File: config.mk
export PLATFORM = sky130hd
export DESIGN_NAME = multi_cycle_ctrl
export DESIGN_NICKNAME = d
export VERILOG_FILES = /design/src/rtl/multi_cycle_ctrl.sv
export SDC_FILE = /design/constraint.sdc
export NUM_CORES = 1
export LEC_CHECK = 0
export ABC_AREA = 1
export CAP_MARGIN = 5
export CORE_ASPECT_RATIO = 1.4
export CORE_MARGIN = 2
export CORE_UTILIZATION = 49
export DETAILED_ROUTE_END_ITERATION = 6
export PLACE_DENSITY = 0.92
export SYNTH_ARGS = -nofsm -noshare
export SYNTH_HDL_FRONTEND = slang
export SYNTH_SLANG_ARGS = --single-unit
File: constraint.sdc
create_clock -name clk -period 1.85 [get_ports clk]
set_input_delay 0.37 -clock clk [delete_from_list [all_inputs] [get_ports clk]]
set_output_delay 0.37 -clock clk [all_outputs]
set_load 0.01 [all_outputs]
File: src/rtl/multi_cycle_ctrl.sv
// ============================================================================
// multi_cycle_ctrl : FETCH/DECODE/EXEC/MEM/WB control FSM for a multi-cycle
//                    MIPS-style datapath, with a retired-instruction counter.
// Revision 1.0
// ============================================================================
`default_nettype none

module multi_cycle_ctrl (
  input  logic        clk,
  input  logic        rst_n,
  input  logic [5:0]  opcode,
  input  logic [5:0]  funct,
  input  logic        ZF,
  input  logic        mem_ack,
  output logic        mem_req,
  output logic        mem_we,
  output logic        mem_addr_s,
  output logic        IR_write,
  output logic        PC_write,
  output logic [1:0]  PC_s,
  output logic [1:0]  w_r_s,
  output logic [1:0]  w_r_data_s,
  output logic        imm_s,
  output logic        rt_imm_s,
  output logic [2:0]  ALU_OP,
  output logic        WriteReg,
  output logic [2:0]  state,
  output logic        illegal,
  output logic [15:0] retired
);

  typedef enum logic [2:0] {
    S_FETCH  = 3'd0,
    S_DECODE = 3'd1,
    S_EXEC   = 3'd2,
    S_MEM    = 3'd3,
    S_WB     = 3'd4
  } state_t;

  typedef enum logic [2:0] {
    C_R   = 3'd0,
    C_I1  = 3'd1,
    C_LW  = 3'd2,
    C_SW  = 3'd3,
    C_BR  = 3'd4,
    C_J   = 3'd5,
    C_JAL = 3'd6,
    C_ILL = 3'd7
  } cls_t;

  localparam logic [2:0] ALU_ADD = 3'b100;
  localparam logic [2:0] ALU_SUB = 3'b101;
  localparam logic [2:0] ALU_AND = 3'b000;
  localparam logic [2:0] ALU_OR  = 3'b001;
  localparam logic [2:0] ALU_XOR = 3'b010;
  localparam logic [2:0] ALU_SLT = 3'b110;
  localparam logic [2:0] ALU_SLL = 3'b111;

  state_t      state_q, state_d;
  cls_t        cls_q, cls_d, dec_cls;
  logic [2:0]  alu_q, alu_d, dec_alu;
  logic        imm_s_q, imm_s_d, dec_imm_s;
  logic        jr_q, jr_d;
  logic        op0_q, op0_d;
  logic [15:0] retired_q, retired_d;
  logic        retire;

  // Live decode of the instruction word; only meaningful while in DECODE.
  always_comb begin
    dec_cls   = C_ILL;
    dec_alu   = ALU_AND;
    dec_imm_s = 1'b0;
    casez (opcode)
      6'b000000: dec_cls = C_R;
      6'b001???: dec_cls = C_I1;
      6'b100011: dec_cls = C_LW;
      6'b101011: dec_cls = C_SW;
      6'b00010?: dec_cls = C_BR;
      6'b000010: dec_cls = C_J;
      6'b000011: dec_cls = C_JAL;
      default:   dec_cls = C_ILL;
    endcase
    case (dec_cls)
      C_R: begin
        casez (funct)
          6'b100000: dec_alu = ALU_ADD;
          6'b100010: dec_alu = ALU_SUB;
          6'b1001??: dec_alu = {1'b0, funct[1:0]};
          6'b101011: dec_alu = ALU_SLT;
          6'b000100: dec_alu = ALU_SLL;
          default:   dec_alu = ALU_AND;
        endcase
      end
      C_I1: begin
        case (opcode[2:0])
          3'b000: begin dec_alu = ALU_ADD; dec_imm_s = 1'b1; end
          3'b100: dec_alu = ALU_AND;
          3'b101: dec_alu = ALU_OR;
          3'b110: dec_alu = ALU_XOR;
          3'b011: dec_alu = ALU_SLT;
          default: dec_alu = ALU_AND;
        endcase
      end
      C_LW, C_SW: begin dec_alu = ALU_ADD; dec_imm_s = 1'b1; end
      C_BR:       begin dec_alu = ALU_SUB; dec_imm_s = 1'b1; end
      default:    dec_alu = ALU_AND;
    endcase
  end

  // Decoded controls are frozen at DECODE so later IR-bus changes are harmless.
  always_comb begin
    cls_d   = cls_q;
    alu_d   = alu_q;
    imm_s_d = imm_s_q;
    jr_d    = jr_q;
    op0_d   = op0_q;
    if (state_q == S_DECODE) begin
      cls_d   = dec_cls;
      alu_d   = dec_alu;
      imm_s_d = dec_imm_s;
      jr_d    = (funct == 6'b001000);
      op0_d   = opcode[0];
    end
  end

  always_comb begin
    state_d    = state_q;
    retire     = 1'b0;
    mem_req    = 1'b0;
    mem_we     = 1'b0;
    mem_addr_s = 1'b0;
    IR_write   = 1'b0;
    PC_write   = 1'b0;
    PC_s       = 2'b00;
    w_r_s      = 2'b00;
    w_r_data_s = 2'b00;
    imm_s      = 1'b0;
    rt_imm_s   = 1'b0;
    ALU_OP     = 3'b000;
    WriteReg   = 1'b0;
    illegal    = 1'b0;
    case (state_q)
      S_FETCH: begin
        mem_req = 1'b1;
        if (mem_ack) begin
          IR_write = 1'b1;
          PC_write = 1'b1;
          state_d  = S_DECODE;
        end
      end
      S_DECODE: begin
        case (dec_cls)
          C_ILL: begin
            illegal = 1'b1;
            state_d = S_FETCH;
          end
          C_J, C_JAL: begin
            PC_write = 1'b1;
            PC_s     = 2'b11;
            if (dec_cls == C_JAL) begin
              WriteReg   = 1'b1;
              w_r_s      = 2'b10;
              w_r_data_s = 2'b10;
            end
            retire  = 1'b1;
            state_d = S_FETCH;
          end
          default: state_d = S_EXEC;
        endcase
      end
      S_EXEC: begin
        ALU_OP = alu_q;
        imm_s  = imm_s_q;
        case (cls_q)
          C_R: begin
            if (jr_q) begin
              PC_write = 1'b1;
              PC_s     = 2'b01;
              retire   = 1'b1;
              state_d  = S_FETCH;
            end else begin
              state_d = S_WB;
            end
          end
          C_I1: begin
            rt_imm_s = 1'b1;
            state_d  = S_WB;
          end
          C_LW, C_SW: begin
            rt_imm_s = 1'b1;
            state_d  = S_MEM;
          end
          C_BR: begin
            PC_write = ZF ^ op0_q;
            PC_s     = 2'b10;
            retire   = 1'b1;
            state_d  = S_FETCH;
          end
          default: state_d = S_FETCH;
        endcase
      end
      S_MEM: begin
        mem_req    = 1'b1;
        mem_addr_s = 1'b1;
        mem_we     = (cls_q == C_SW);
        rt_imm_s   = 1'b1;
        imm_s      = 1'b1;
        ALU_OP     = ALU_ADD;
        if (mem_ack) begin
          if (cls_q == C_SW) begin
            retire  = 1'b1;
            state_d = S_FETCH;
          end else begin
            state_d = S_WB;
          end
        end
      end
      S_WB: begin
        WriteReg = 1'b1;
        retire   = 1'b1;
        state_d  = S_FETCH;
        case (cls_q)
          C_R:  ALU_OP = alu_q;
          C_I1: begin
            w_r_s    = 2'b01;
            rt_imm_s = 1'b1;
            imm_s    = imm_s_q;
            ALU_OP   = alu_q;
          end
          C_LW: begin
            w_r_s      = 2'b01;
            w_r_data_s = 2'b01;
          end
          default: ;
        endcase
      end
      default: state_d = S_FETCH;
    endcase

    // Outputs are silenced for the whole reset assertion, not just at an edge.
    if (!rst_n) begin
      mem_req    = 1'b0;
      mem_we     = 1'b0;
      mem_addr_s = 1'b0;
      IR_write   = 1'b0;
      PC_write   = 1'b0;
      PC_s       = 2'b00;
      w_r_s      = 2'b00;
      w_r_data_s = 2'b00;
      imm_s      = 1'b0;
      rt_imm_s   = 1'b0;
      ALU_OP     = 3'b000;
      WriteReg   = 1'b0;
      illegal    = 1'b0;
    end
  end

  always_comb begin
    retired_d = retired_q;
    if (retire) retired_d = retired_q + 16'd1;
  end

  always_ff @(posedge clk or negedge rst_n) begin
    if (!rst_n) begin
      state_q   <= S_FETCH;
      retired_q <= 16'd0;
      cls_q     <= C_ILL;
      alu_q     <= 3'b000;
      imm_s_q   <= 1'b0;
      jr_q      <= 1'b0;
      op0_q     <= 1'b0;
    end else begin
      state_q   <= state_d;
      retired_q <= retired_d;
      cls_q     <= cls_d;
      alu_q     <= alu_d;
      imm_s_q   <= imm_s_d;
      jr_q      <= jr_d;
      op0_q     <= op0_d;
    end
  end

  assign state   = state_q;
  assign retired = retired_q;

endmodule

`default_nettype wire

Yosys cells after proc, flatten, opt, wreduce, memory -nomap -nowiden
Cells that the tools add are included.

Register bits: 28. Output and inout bits: 37.

Add/subtract/negate cells: 1. Eq/ne operators: 32. Muxes and demuxes: 61. Bitwise logic cells: 1. Reductions and logical operators: 15.

Operators by type and width (number): $pmux 3 s4 (3); $eq 6x6->1 const B (5); $mux 1 (29); $eq 3x3->1 const B (8); $eq 3x2->1 const B (7); $pmux 3 s7 (1); $mux 3 (6); $pmux 3 s3 (2); $add 16x1->16 const B (1); $pmux 2 s2 (4); $pmux 3 s5 (1); $mux 2 (7); $eq 3x1->1 const B (4); $eq 6x2->1 const B (2); $logic_not 3->1 (4); $reduce_or 2->1 (6); $pmux 1 s3 (3); $reduce_or 3->1 (3); $pmux 1 s2 (4); $eq 6x3->1 const B (1); $eq 6x4->1 const B (1); $logic_not 6->1 (1); $eq 5x2->1 const B (1); $eq 4x4->1 const B (1); other kinds (4) (5).

Longest topological paths before layout
Depth in word-level cells: 7. Depth in mapped cells: 11. Gate-level depth less buffers: 10.

Worst setup path before layout
OpenSTA, ideal clock, no wires.

Kind: input -> output. Start point: in opcode[5]. End point: out w_r_s[1]. Arrival: 1.366 ns. Data required time: 1.480 ns. Path slack: 0.114 ns. Stages on the path: 8. Cell sequence: nor2_2 > nand3_1 > nand2_1 > nor2_1 > nor2_1 > nand3_1 > nor2_1 > buf_4.

Word-level cells in the longest chain between the ends: 7. Elaborated cells on any way between the ends: 15. Classes of those cells: 8 x eq/ne; 5 x mux; 2 x reduce/logical.

RTL lines: start, declared (line 11) `input logic [5:0] opcode,`; $eq 6x2->1, or another cell as far along (line 73) `casez (opcode)`; $pmux 3 s7 * (line 73); $eq 3x3->1 (on tied branches) (line 152, 160); $mux 2 or $reduce_or 2->1 (tied branches) (line 160, 152); $mux 2 * (line 152) `case (dec_cls)`; $pmux 2 s2 * (line 142) `case (state_q)`; $mux 2 * (line 241) `if (!rst_n) begin`; end, declared (line 21) `output logic [1:0] w_r_s,`.

Every way passes the cells marked *; elsewhere a longest branch is shown, timed or not.

Worst setup path after layout
Start point: reg state_q[2] (netlist: state[2]). End point: out PC_write.

Word-level cells in the longest chain between the ends: 3. Elaborated cells on any way between the ends: 5. Classes of those cells: 2 x eq/ne; 2 x mux; 1 x reduce/logical.

RTL lines: start, declared (line 59) `state_t state_q, state_d;`; start signal, assigned (line 273) `state_q <= state_d;`; $eq 3x2->1, or another cell as far along (line 142); $pmux 1 s3 * (line 142); $mux 1 * (line 241); end, declared (line 19) `output logic PC_write,`.

Marks and branches as above.

==> results.md <==
* # IOs at 53
* Unique masters post-synth at 28
* Crit Path Class: reg -> out
* WP data arrival at 1740 ps
* Num CTS Buffers at 3
* Post-synthesis sequential element count at 28
* DP Cell Count at 458
* WP depth at 9
* Count of final setup violators at 16
* Hold_ws at 327 ps
* # rows at 27
* H-tree depth at 1
* Chip width at 58.8 um
* Register-to-Register Path Depth at 9
* Run status: finished, violations left
* RSZ-0062 raised after global routing: yes
* Net Count, Synth at 331
* Sequential area share after synthesis at 0.342
* Vias post-DR at 2,873
* Hold Vio Cnt, Final at 0
* Bufs and invs on worst path at 3
* Worst reg2reg startpoint: cls_q[1]$_DFFE_PN1P_
* Worst Path Required at 1480 ps
* Critical Path Start Type: flip-flop
* Hold_buf cts at 0
* Share of layout cells above drive strength 1 at 0.410
* Post-Syn Area per Cell at 6.55 um2
* R2R Path End: retired[0]$_DFFE_PN0P_
* Reg clk slew, reported paths at 110 ps
* CTS tree: yes
* Sink Count at 28
* Pre-antenna DRT Iters at 7
* Worst Tran Pin Value at 423 ps
* Largest delay share family, worst path: simple AND/OR/NAND/NOR gates
* Clock root buffer: clkbuf_8
* Starting Density at 0.516
* Largest net degree at the start of global routing at 20
* Top cell by count, worst path: nor2_1
* Overall global routing resource usage at 0.373
* # port buffers at 52
* Layout Cells excl Fill at 482
* Placed cell area at 3000 um2
* Slew margin rel. at 0.716
* Failing checks: DRC, setup timing
* Die ar. at 4740 um2
* Total Wirelength at 8860 um
* Static Leak at 1.76 nW
* Final Skew at 9.96 ps
* Die Ht at 80.7 um
* Setup slack after layout at -261 ps
* Skew-Pair Late Insertion Delay at 290 ps
* Gp weighted congestion at 0.955
* Max frequency at 474 MHz
* Max-cap violations at 0
* Power per cell area at 1300 nW/um2
* Antenna diodes at 0
* Vias in the first global route at 2,818
* Yosys Warn Count at 0
* Hold Crit Class: in -> async
* Period utilisation layout at 1.14
* P&R area growth vs syn at 66.8%
* DR iter-0 viols at 317
* Max stage delay on crit path at 420 ps
* Tmin final at 2110 ps
* Slew Viols, Final at 0
* Residual DRC at 7
* Core area at 3990 um2
* Crit-path cells: inv_2 > nand2_2 > nor2_4 > buf_6 > nand3_2 > nor2_1 > nor2_1 > a31oi_1 > buf_2
* Slowest-stage cell, CP: dfrtp_1
* Mapped Cells at 314
* Netlist Area Pre-Place at 2060 um2
* WL/cell at 18.4 um
* Critical Path End: PC_write
* Crit end category: primary output
* Pre-CTS setup slack at -798 ps
* Remaining antenna violation count at 0
* First-pass GRT wire length at 13,200 um
* Final instance area at 3430 um2
* FF-to-FF setup slack at 10 ps
* Crit Path Max Fanout at 3
* Initial antenna violation count at 0
* Maximum vdd drop at 0.000716 V
* Crit path launch: state[2]$_DFFE_PN0P_
* Detailed Place HPWL at 5020 um
* Max clock buf depth at 2
* Grt total ovfl at 0
* Vias/cell at 5.96
* Nets at 457
worst min path at each step:
stage	cells past startpoint	endpoint	from	slack (ps)
floorplan	0	alu_q[0]$_DFFE_PN0P_	rst_n	70
global placement	2	alu_q[1]$_DFFE_PN0P_	alu_q[1]$_DFFE_PN0P_	470
detailed placement	2	alu_q[1]$_DFFE_PN0P_	alu_q[1]$_DFFE_PN0P_	470
CTS	2	jr_q$_DFFE_PN0P_	rst_n	230
global route	2	op0_q$_DFFE_PN0P_	rst_n	320
finish	2	op0_q$_DFFE_PN0P_	rst_n	330
area by class of cell:
cell class	instances	area, um2
Multi-Input combinational cell	233	1390
Timing Repair Buffer	127	1030
Sequential cell	28	707
Fill cell	212	556
Inverter	47	186
Clock buffer	4	55.1
Tap cell	43	53.8
cell usage in the layout (no fill, tap or decap), drive strengths merged, types with 2 or more instances in the layout:
master         count
xor2              13
dfrtp             25
a21oi             11
nor2              46
nand4              6
clkdlybuf4s15      2
o21ai             22
nor3               9
clkdlybuf4s50     25
nand2             94
dfstp              3
nand3             26
inv               47
clkbuf             5
buf               97
sequential cells by signal, summed over array words and instances, names as in the netlist:
name,count
alu_q,3
cls_q,3
imm_s_q,1
jr_q,1
op0_q,1
retired,16
state,3
timing repair:
| action | 4_1_cts | 5_1_grt |
|---|---|---|
| gates resized for setup | 159 | 27 |
| setup endpoints to repair | 18 | 34 |
| pin swaps | 23 | 15 |
| setup buffers | 14 | 7 |
kinds of logic after synthesis:
logic type,share of synthesized area
AO/OA/AOI/OAI,0.103
XOR/XNOR,0.0596
adder cells (fa/ha/maj),0.00608
buffers and inverters,0.108
AND/OR/NAND/NOR,0.380
flip-flops,0.342
worst register-to-register path: stages, from the launching register on:
cell and delay [ps]:
dfstp_2 580, inv_4 60, nor2_4 150, nand2_2 120
buf_4 160, nor2_1 120, a21oi_2 90, nand2_4 160
buf_4 160, xor2_1 170
synth_stat cells:
cell | count | share of area
a21oi_1 | 10 | 0.024
a21oi_2 | 1 | 0.0043
a22oi_1 | 1 | 0.0037
a31oi_1 | 1 | 0.0030
buf_2 | 1 | 0.0024
buf_4 | 1 | 0.0037
buf_6 | 1 | 0.0055
buf_8 | 1 | 0.0073
clkbuf_1 | 2 | 0.0037
dfrtp_1 | 25 | 0.30
dfstp_2 | 3 | 0.038
ha_1 | 1 | 0.0061
inv_1 | 44 | 0.080
inv_2 | 3 | 0.0055
nand2_1 | 91 | 0.17
nand2_2 | 3 | 0.0091
nand3_1 | 23 | 0.056
nand3_2 | 3 | 0.015
nand4_1 | 6 | 0.018
nor2_1 | 40 | 0.073
nor2_2 | 6 | 0.018
nor3_1 | 9 | 0.022
nor4_1 | 1 | 0.0030
o21ai_0 | 16 | 0.039
o21ai_2 | 6 | 0.026
o31ai_1 | 1 | 0.0037
xnor2_1 | 1 | 0.0043
xor2_1 | 13 | 0.055
metrics by stage:
step / power, W / utilization / setup TNS [ps]
floorplan: 0.00209 / - / 0
global placement: 0.00312 / 0.752 / -12560
detailed placement: 0.00321 / 0.752 / -14730
CTS: 0.00397 / 0.820 / -882
global route: 0.00465 / 0.861 / -3460
finish: 0.00445 / 0.861 / -2450
layer usage:
metal	part of all wire	track usage
met2	0.51	0.653
met5	0	0
met3	0.072	0.0596
met4	0.093	0.316
met1	0.33	0.370
report_power, final:
part / leakage, nW / internal (W) / switching (W)
registers: 0.350 / 0.000878 / 0.000270
clock network: 0.0288 / 0.000192 / 0.000216
logic: 1.38 / 0.00137 / 0.00152
Note: power is estimated with default switching activity, not from simulation.
